$ cat src/rtl/uart_rx_top.sv
// UART 8N1 receiver: oversampled start/data/stop framing, LSB-first deserialisation,
// one-cycle done pulse and an absorbing error state on a bad stop bit.

module uart_rx_fsm #(
    parameter int unsigned CLKS_PER_BIT = 3
) (
    input  logic clk,
    input  logic rst,
    input  logic soft_rst_i,
    input  logic rx_i,
    output logic shift_o,
    output logic commit_o,
    output logic busy_o,
    output logic done_o,
    output logic error_o
);

    localparam int unsigned CNT_W = (CLKS_PER_BIT > 2) ? $clog2(CLKS_PER_BIT) : 1;
    localparam logic [CNT_W-1:0] MID  = CNT_W'(CLKS_PER_BIT / 2);
    localparam logic [CNT_W-1:0] LAST = CNT_W'(CLKS_PER_BIT - 1);

    typedef enum logic [2:0] {
        IDLE  = 3'd0,
        START = 3'd1,
        DATA  = 3'd2,
        STOP  = 3'd3,
        DONE  = 3'd4,
        ERROR = 3'd5
    } state_t;

    state_t           cs;
    logic [CNT_W-1:0] cnt_q;
    logic [2:0]       idx_q;
    logic             stop_q;

    logic mid_c;
    logic last_c;
    logic stop_bit_c;

    assign mid_c  = (cnt_q == MID);
    assign last_c = (cnt_q == LAST);
    // When the mid point coincides with the last cycle the stop bit is taken straight from the line.
    assign stop_bit_c = mid_c ? rx_i : stop_q;

    assign shift_o  = (cs == DATA) && mid_c;
    assign commit_o = (cs == STOP) && last_c && stop_bit_c;

    always_ff @(posedge clk or posedge rst) begin
        if (rst) begin
            cs      <= IDLE;
            cnt_q   <= '0;
            idx_q   <= '0;
            stop_q  <= 1'b0;
            busy_o  <= 1'b0;
            done_o  <= 1'b0;
            error_o <= 1'b0;
        end else if (soft_rst_i) begin
            cs      <= IDLE;
            cnt_q   <= '0;
            idx_q   <= '0;
            stop_q  <= 1'b0;
            busy_o  <= 1'b0;
            done_o  <= 1'b0;
            error_o <= 1'b0;
        end else begin
            done_o <= 1'b0;
            case (cs)
                IDLE: begin
                    if (!rx_i) begin
                        cs     <= START;
                        cnt_q  <= CNT_W'(1);
                        busy_o <= 1'b1;
                    end
                end
                START: begin
                    if (mid_c && rx_i) begin
                        cs     <= IDLE;
                        cnt_q  <= '0;
                        busy_o <= 1'b0;
                    end else if (last_c) begin
                        cs    <= DATA;
                        cnt_q <= '0;
                        idx_q <= '0;
                    end else begin
                        cnt_q <= cnt_q + CNT_W'(1);
                    end
                end
                DATA: begin
                    if (last_c) begin
                        cnt_q <= '0;
                        idx_q <= idx_q + 3'd1;
                        if (idx_q == 3'd7) begin
                            cs <= STOP;
                        end
                    end else begin
                        cnt_q <= cnt_q + CNT_W'(1);
                    end
                end
                STOP: begin
                    if (mid_c) begin
                        stop_q <= rx_i;
                    end
                    if (last_c) begin
                        cnt_q  <= '0;
                        busy_o <= 1'b0;
                        if (stop_bit_c) begin
                            cs     <= DONE;
                            done_o <= 1'b1;
                        end else begin
                            cs      <= ERROR;
                            error_o <= 1'b1;
                        end
                    end else begin
                        cnt_q <= cnt_q + CNT_W'(1);
                    end
                end
                DONE: begin
                    // A low line here is already cycle 0 of the next start bit.
                    if (!rx_i) begin
                        cs     <= START;
                        cnt_q  <= CNT_W'(1);
                        busy_o <= 1'b1;
                    end else begin
                        cs <= IDLE;
                    end
                end
                ERROR: begin
                    cs <= ERROR;
                end
                default: begin
                    cs      <= IDLE;
                    cnt_q   <= '0;
                    busy_o  <= 1'b0;
                    error_o <= 1'b0;
                end
            endcase
        end
    end

endmodule

module uart_rx_top #(
    parameter int unsigned CLKS_PER_BIT = 3
) (
    input  logic       clk,
    input  logic       rst,
    input  logic       soft_rst,
    input  logic       rx_data_in,
    output logic       rx_busy,
    output logic       rx_done,
    output logic       error,
    output logic [7:0] rx_data_out
);

    logic       shift_c;
    logic       commit_c;
    logic [7:0] shreg_q;

    uart_rx_fsm #(
        .CLKS_PER_BIT (CLKS_PER_BIT)
    ) FSM (
        .clk        (clk),
        .rst        (rst),
        .soft_rst_i (soft_rst),
        .rx_i       (rx_data_in),
        .shift_o    (shift_c),
        .commit_o   (commit_c),
        .busy_o     (rx_busy),
        .done_o     (rx_done),
        .error_o    (error)
    );

    // Right shift: after eight samples the first bit received sits in bit 0.
    always_ff @(posedge clk or posedge rst) begin
        if (rst) begin
            shreg_q     <= 8'h00;
            rx_data_out <= 8'h00;
        end else if (soft_rst) begin
            shreg_q     <= 8'h00;
            rx_data_out <= 8'h00;
        end else begin
            if (shift_c) begin
                shreg_q <= {rx_data_in, shreg_q[7:1]};
            end
            if (commit_c) begin
                rx_data_out <= shreg_q;
            end
        end
    end

endmodule

$ cat config.mk
export PLATFORM = sky130hd
export DESIGN_NAME = uart_rx_top
export DESIGN_NICKNAME = d
export VERILOG_FILES = /design/src/rtl/uart_rx_top.sv
export SDC_FILE = /design/constraint.sdc
export NUM_CORES = 1
export LEC_CHECK = 0
export CAP_MARGIN = 20
export CORE_MARGIN = 2
export CORE_UTILIZATION = 40
export DETAILED_ROUTE_END_ITERATION = 10
export HOLD_SLACK_MARGIN = 0.1
export MAX_ROUTING_LAYER = met4
export PLACE_DENSITY = 0.69
export SYNTH_ARGS = -nofsm -noshare
export SYNTH_HDL_FRONTEND = slang
export SYNTH_HIERARCHICAL = 1
export SYNTH_SLANG_ARGS = --single-unit
$ cat constraint.sdc
create_clock -name clk -period 1.56 [get_ports clk]
set_input_delay 0.312 -clock clk [delete_from_list [all_inputs] [get_ports clk]]
set_output_delay 0.312 -clock clk [all_outputs]
set_load 0.005 [all_outputs]
### After elaboration in Yosys (flattened, before gate mapping)

Index checks and enable logic that the tools add are counted.

| storage, ports and cells | value |
|---|---|
| bits in registers | 28 |
| output and inout bits | 11 |
| logic and storage cells | 90 |
| input port bits | 4 |

| operators by class | value |
|---|---|
| reduce and logical (&&, ||, !) cells | 18 |
| equal/unequal tests | 21 |
| add/sub/neg operators | 2 |
| muxes and demuxes | 40 |

Operators with widths:

| kind | count |
|---|---|
| 2-to-1 mux 3 bit | 11 |
| 2-to-1 mux 8 bit | 4 |
| case mux 3 bit (6 select lines) | 1 |
| 2-to-1 mux 1 bit | 16 |
| inequality test 3 bit (second input constant) | 5 |
| inequality test 3 x 2 -> 1 bit (second input constant) | 4 |
| equality test 3 bit (second input constant) | 3 |
| 2-to-1 mux 2 bit | 4 |
| case mux 2 bit (4 select lines) | 1 |
| AND reduction 4 bit | 2 |
| equality test 3 x 2 -> 1 bit (second input constant) | 2 |
| case mux 3 bit (2 select lines) | 1 |
| nonzero test 2 bit | 3 |
| OR reduction 2 bit | 3 |
| AND reduction 5 bit | 1 |
| OR reduction 5 bit | 1 |
| logical AND 1 bit | 4 |
| inequality test 2 x 1 -> 1 bit (second input constant) | 2 |
| inequality test 4 x 2 -> 1 bit (second input constant) | 1 |
| case mux 1 bit (4 select lines) | 1 |
| adder 3 x 1 -> 3 bit (second input constant) | 1 |
| equality test 3 x 1 -> 1 bit (second input constant) | 1 |
| logical NOT 3 bit | 1 |
| AND reduction 3 bit | 1 |
| other kinds (7) | 7 |

### Depth between registers and ports, before layout

| depth | value |
|---|---|
| depth in word-level cells | 6 |
| mapped depth | 7 |
| depth with buffers taken out | 5 |

### Modules after synthesis

The synthesis kept the hierarchy.

By module, submodules not included:

| module | area an instance (um2) | times used | cells an instance |
|---|---|---|---|
| uart_rx_fsm | 754.5 | 1 | 77 |
| uart_rx_top | 663.1 | 1 | 53 |

### Worst setup path before layout

OpenSTA, ideal clock, no wires.

| path | value |
|---|---|
| path kind | register -> register |
| start | reg FSM.cs[1] |
| end | reg FSM.cs[0] |
| buffers on the path | 1 |
| slack | 0.162 ns |
| cell stages (with the launch flop) | 6 |
| clock period less this slack | 1.398 ns |
| arrival time | 1.315 ns |
| cell sequence | dfrtp_1 -> buf_6 -> nor2b_4 -> a21oi_2 -> or4b_1 -> o22ai_1 |

| between the ends | value |
|---|---|
| word-level cells in the longest chain between the ends | 3 |

Ends and longest elaborated chain:

| element | RTL line | RTL |
|---|---|---|
| start: declaration | 31 | `state_t cs;` |
| start signal: assignment | 50 | `cs <= IDLE;` |
| start signal: assignment | 58 | `cs <= IDLE;` |
| start signal: assignment | 70 | `cs <= START;` |
| equality test 3 x 1 -> 1 bit (tied with other cells) | 67 | `case (cs)` |
| inequality test 4 x 2 -> 1 bit (no source line) (tied with other cells) | n/a |  |
| AND reduction 5 bit (no source line) / 2-to-1 mux 3 bit (equally long branches) | n/a |  |

Parallel ways exist; a longest one is shown, timed or not.
A chain may end at the register's enable or synchronous reset.

### Worst setup path in the final report

| path | value |
|---|---|
| start | reg FSM.cs[0] |
| end | reg FSM.cs[0] |

Same word-level chain as after synthesis.

==> metrics.md <==
| Metric | Value |
|---|---|
| Status | finished, final reports clean |
| DR pass1 iterations | 4 |
| FF-to-FF path depth | 6 |
| Clk_skew | 0.00884 ns |
| CTS tree | yes |
| Routed len/inst | 13.3 µm |
| Critical Path Source | FSM/cs[0]$_DFFE_PP0P_ |
| R2r setup slk | 0.002 ns |
| Clk buf depth | 2 |
| Post-route setup slack | 0.00152 ns |
| FMAX | 0.642 GHz |
| Share of post-route cells with drive strength above 1 | 30.7% |
| DRC Markers | 0 |
| Fin nets | 173 |
| Most common cell in the netlist | dfrtp_1 |
| Core box area | 3360 µm² |
| Post-synth EDFFs | 0 |
| Port buffer count | 14 |
| Required @ worst endpoint | 1.79 ns |
| Crit path kind | reg2reg |
| Die width | 63.5 µm |
| Ys flop type | dfrtp_1 |
| Post-synthesis sequential area ratio | 49.4% |
| Top cells by area, synth | dfrtp_1 49%, mux2i_1 13%, nor2_1 6.1% |
| Max_slew headroom | 67.4% |
| Fin crit period | 1.56 ns |
| Pleak | 0.898 nW |
| Initial Utilization | 42.2% |
| Top Ports | 15 |
| P per Cell Area | 880 nW/µm² |
| Remaining global-route overflow | 0 |
| N_diodes | 0 |
| Crit path capture type | flip-flop |
| Die footprint | 4040 µm² |
| Worst slack, placed | -0.228 ns |
| DP Wirelength | 1900 µm |
| Area leader, netlist | dfrtp_1 |
| GPL Wtd Cong | 0.869 |
| Clock sink total | 28 |
| Vias in the first global route | 1074 |
| Final hold violations | 0 |
| Worst Tran Pin Value | 0.489 ns |
| Global Route Usage Sum | 15.3% |
| Worst-path maximum fanout | 6 |
| CP Launch Type | flip-flop |
| Initial DRC Count | 54 |
| Worst-path clk slew | 0.16 ns |
| Die Ht | 63.5 µm |
| Gate Count Post-Synth | 130 |
| Synthesized area | 1420 µm² |
| Post-synthesis register bit count | 28 |
| Num CTS Buffers | 3 |
| Avg Vias per Cell | 5.15 |
| Ys async rst share | 100% |
| Site Rows | 21 |
| Pwr Total | 1.62 mW |
| Worst Path Arrival | 1.79 ns |
| Hold Crit Class | in2async |
| Post-Syn Area per Cell | 10.9 µm² |
| Layout area overhead | 30.0% |
| CTS H-Tree Depth | 1 |
| Number of max-cap violations | 0 |
| Clock Latency Late Sink | 0.34 ns |
| Synth Warn # | 6 |
| Syn nets | 136 |
| Post-DRT Antenna Nets | 0 |
| Fin crit share | 99.9% |
| Total Wirelength | 2820 µm |
| Top post-synthesis cells by count | 28 x dfrtp_1, 23 x nor2_1, 18 x mux2i_1 |
| Netlist cell types | 35 |
| Largest net degree at the start of global routing | 17 |
| RSZ-0062 raised after global routing | yes |
| DP Area | 1660 µm² |
| Yosys top cell area share | 49.4% |
| Antenna violations before repair | 0 |
| RR Startpoint | FSM/cs[0]$_DFFE_PP0P_ |
| Slew Limit Fails | 0 |
| Root Buffer Master | clkbuf_4 |
| Timing endpoint of the critical path | FSM/cs[0]$_DFFE_PP0P_ |
| Worst reg2reg path endpoint | FSM/cs[0]$_DFFE_PP0P_ |
| First-pass GRT wire length | 4730 µm |
| Final setup fails | 0 |
| Post-layout instance area | 1840 µm² |
| Worst vdd ir | 0.459 mV |
| Via count | 1092 |
## sequential cells by signal, summed over array words and instances, names as in the netlist
name         count
FSM/busy_o       1
FSM/done_o       1
shreg_q          8
FSM/cs           3
FSM/idx_q        3
FSM/cnt_q        2
FSM/stop_q       1
rx_data_out      8
FSM/error_o      1
## worst min path at each step
stage                                         from                  endpoint  slack, ns  cells past startpoint
final                                          rst    shreg_q[7]$_DFFE_PP0P_       0.27                      3
after global routing                           rst    shreg_q[7]$_DFFE_PP0P_       0.30                      3
after CTS                                      rst    shreg_q[7]$_DFFE_PP0P_       0.27                      3
after detailed placement  FSM/idx_q[1]$_DFFE_PP0P_  FSM/idx_q[1]$_DFFE_PP0P_       0.50                      1
after global placement    FSM/idx_q[1]$_DFFE_PP0P_  FSM/idx_q[1]$_DFFE_PP0P_       0.49                      1
after floorplan                                rst    FSM/busy_o$_DFFE_PP0P_       0.18                      1
## area by class of cell
| class | instances | area (µm²) |
|---|---|---|
| inverter | 5 | 18.8 |
| multi-input combinational | 89 | 661 |
| sequential | 28 | 704 |
| timing repair buffer | 40 | 349 |
| clock inverter | 1 | 30.0 |
| fill | 304 | 1520 |
| clock buffer | 3 | 22.5 |
| tap | 46 | 57.6 |
## metal layers
metal  share of wire, %  global-route usage (%)
met1                 45                    20.0
met2                 49                    23.2
met3                4.3                    2.14
met4                1.3                    7.88
met5                  0                       -
## critical path, stage by stage, from the launching register on
cell and delay [ns]:
dfrtp_2 0.51, clkbuf_2 0.19, buf_4 0.15, nor2b_1 0.09, o21ai_0 0.10, a32oi_1 0.29, o22ai_2 0.14
## timing repair
action | CTS | global route
hold buffers | 0 | 0
endpoints found under the setup margin | 5 | 29
buffers inserted | 1 | 9
resized for setup | 2 | 16
cloned | 0 | 0
## cell families after synthesis
| family | count (synthesis) | synth area share (%) |
|---|---|---|
| AOI/OAI and AO/OA | 13 | 6.44 |
| and+or+nand+nor | 52 | 20.0 |
| buffers and inverters | 13 | 6.97 |
| muxes | 19 | 13.5 |
| adders and majority gates | 2 | 1.76 |
| DFF | 28 | 49.4 |
| xor gates and xnor gates | 3 | 1.85 |
## cells in the final DEF (no fill, tap or decap), drive strengths merged
master         synthesis  final
nor2                  23     23
or3                    2      2
nor3b                  1      1
nand3                  2      2
o21ai                  1      1
nor4                   1      1
dfrtp                 28     28
bufinv                 0      1
dlymetal6s2s           0      6
clkdlybuf4s50          0      8
nand2b                 3      3
o221ai                 1      1
nor4b                  1      1
or2b                   1      1
buf                    6     24
and2b                  3      3
inv                    5      5
a22o                   2      2
nor2b                  2      2
clkbuf                 2      5
a21oi                  5      5
a32oi                  1      1
xnor2                  3      3
ha                     2      2
a221oi                 1      1
mux2                   1      1
mux2i                 18     18
nand2                  5      5
or4b                   2      2
o22ai                  1      1
nor3                   6      6
a211oi                 1      1
## stage by stage
step / hold slack (ns) / setup TNS, ns / util, % / cells
2_1_floorplan: 0.177 / 0 / - / 130
3_3_place_gp: 0.493 / -0.432 / 49.4 / 198
3_5_place_dp: 0.499 / -0.713 / 49.4 / 198
4_1_cts: 0.275 / -0.00643 / 51.3 / 203
5_1_grt: 0.298 / -0.0619 / 54.8 / 212
6_report: 0.272 / 0 / 54.8 / 212
## power breakdown
part	leakage [nW]	internal [mW]	total, mW	switching, mW
Clock	0.0279	0.260	0.483	0.223
Combinational	0.488	0.185	0.349	0.164
Sequential	0.383	0.749	0.789	0.0396
Total	0.898	1.19	1.62	0.427
No activity file was read; power rests on OpenSTA's default activity.
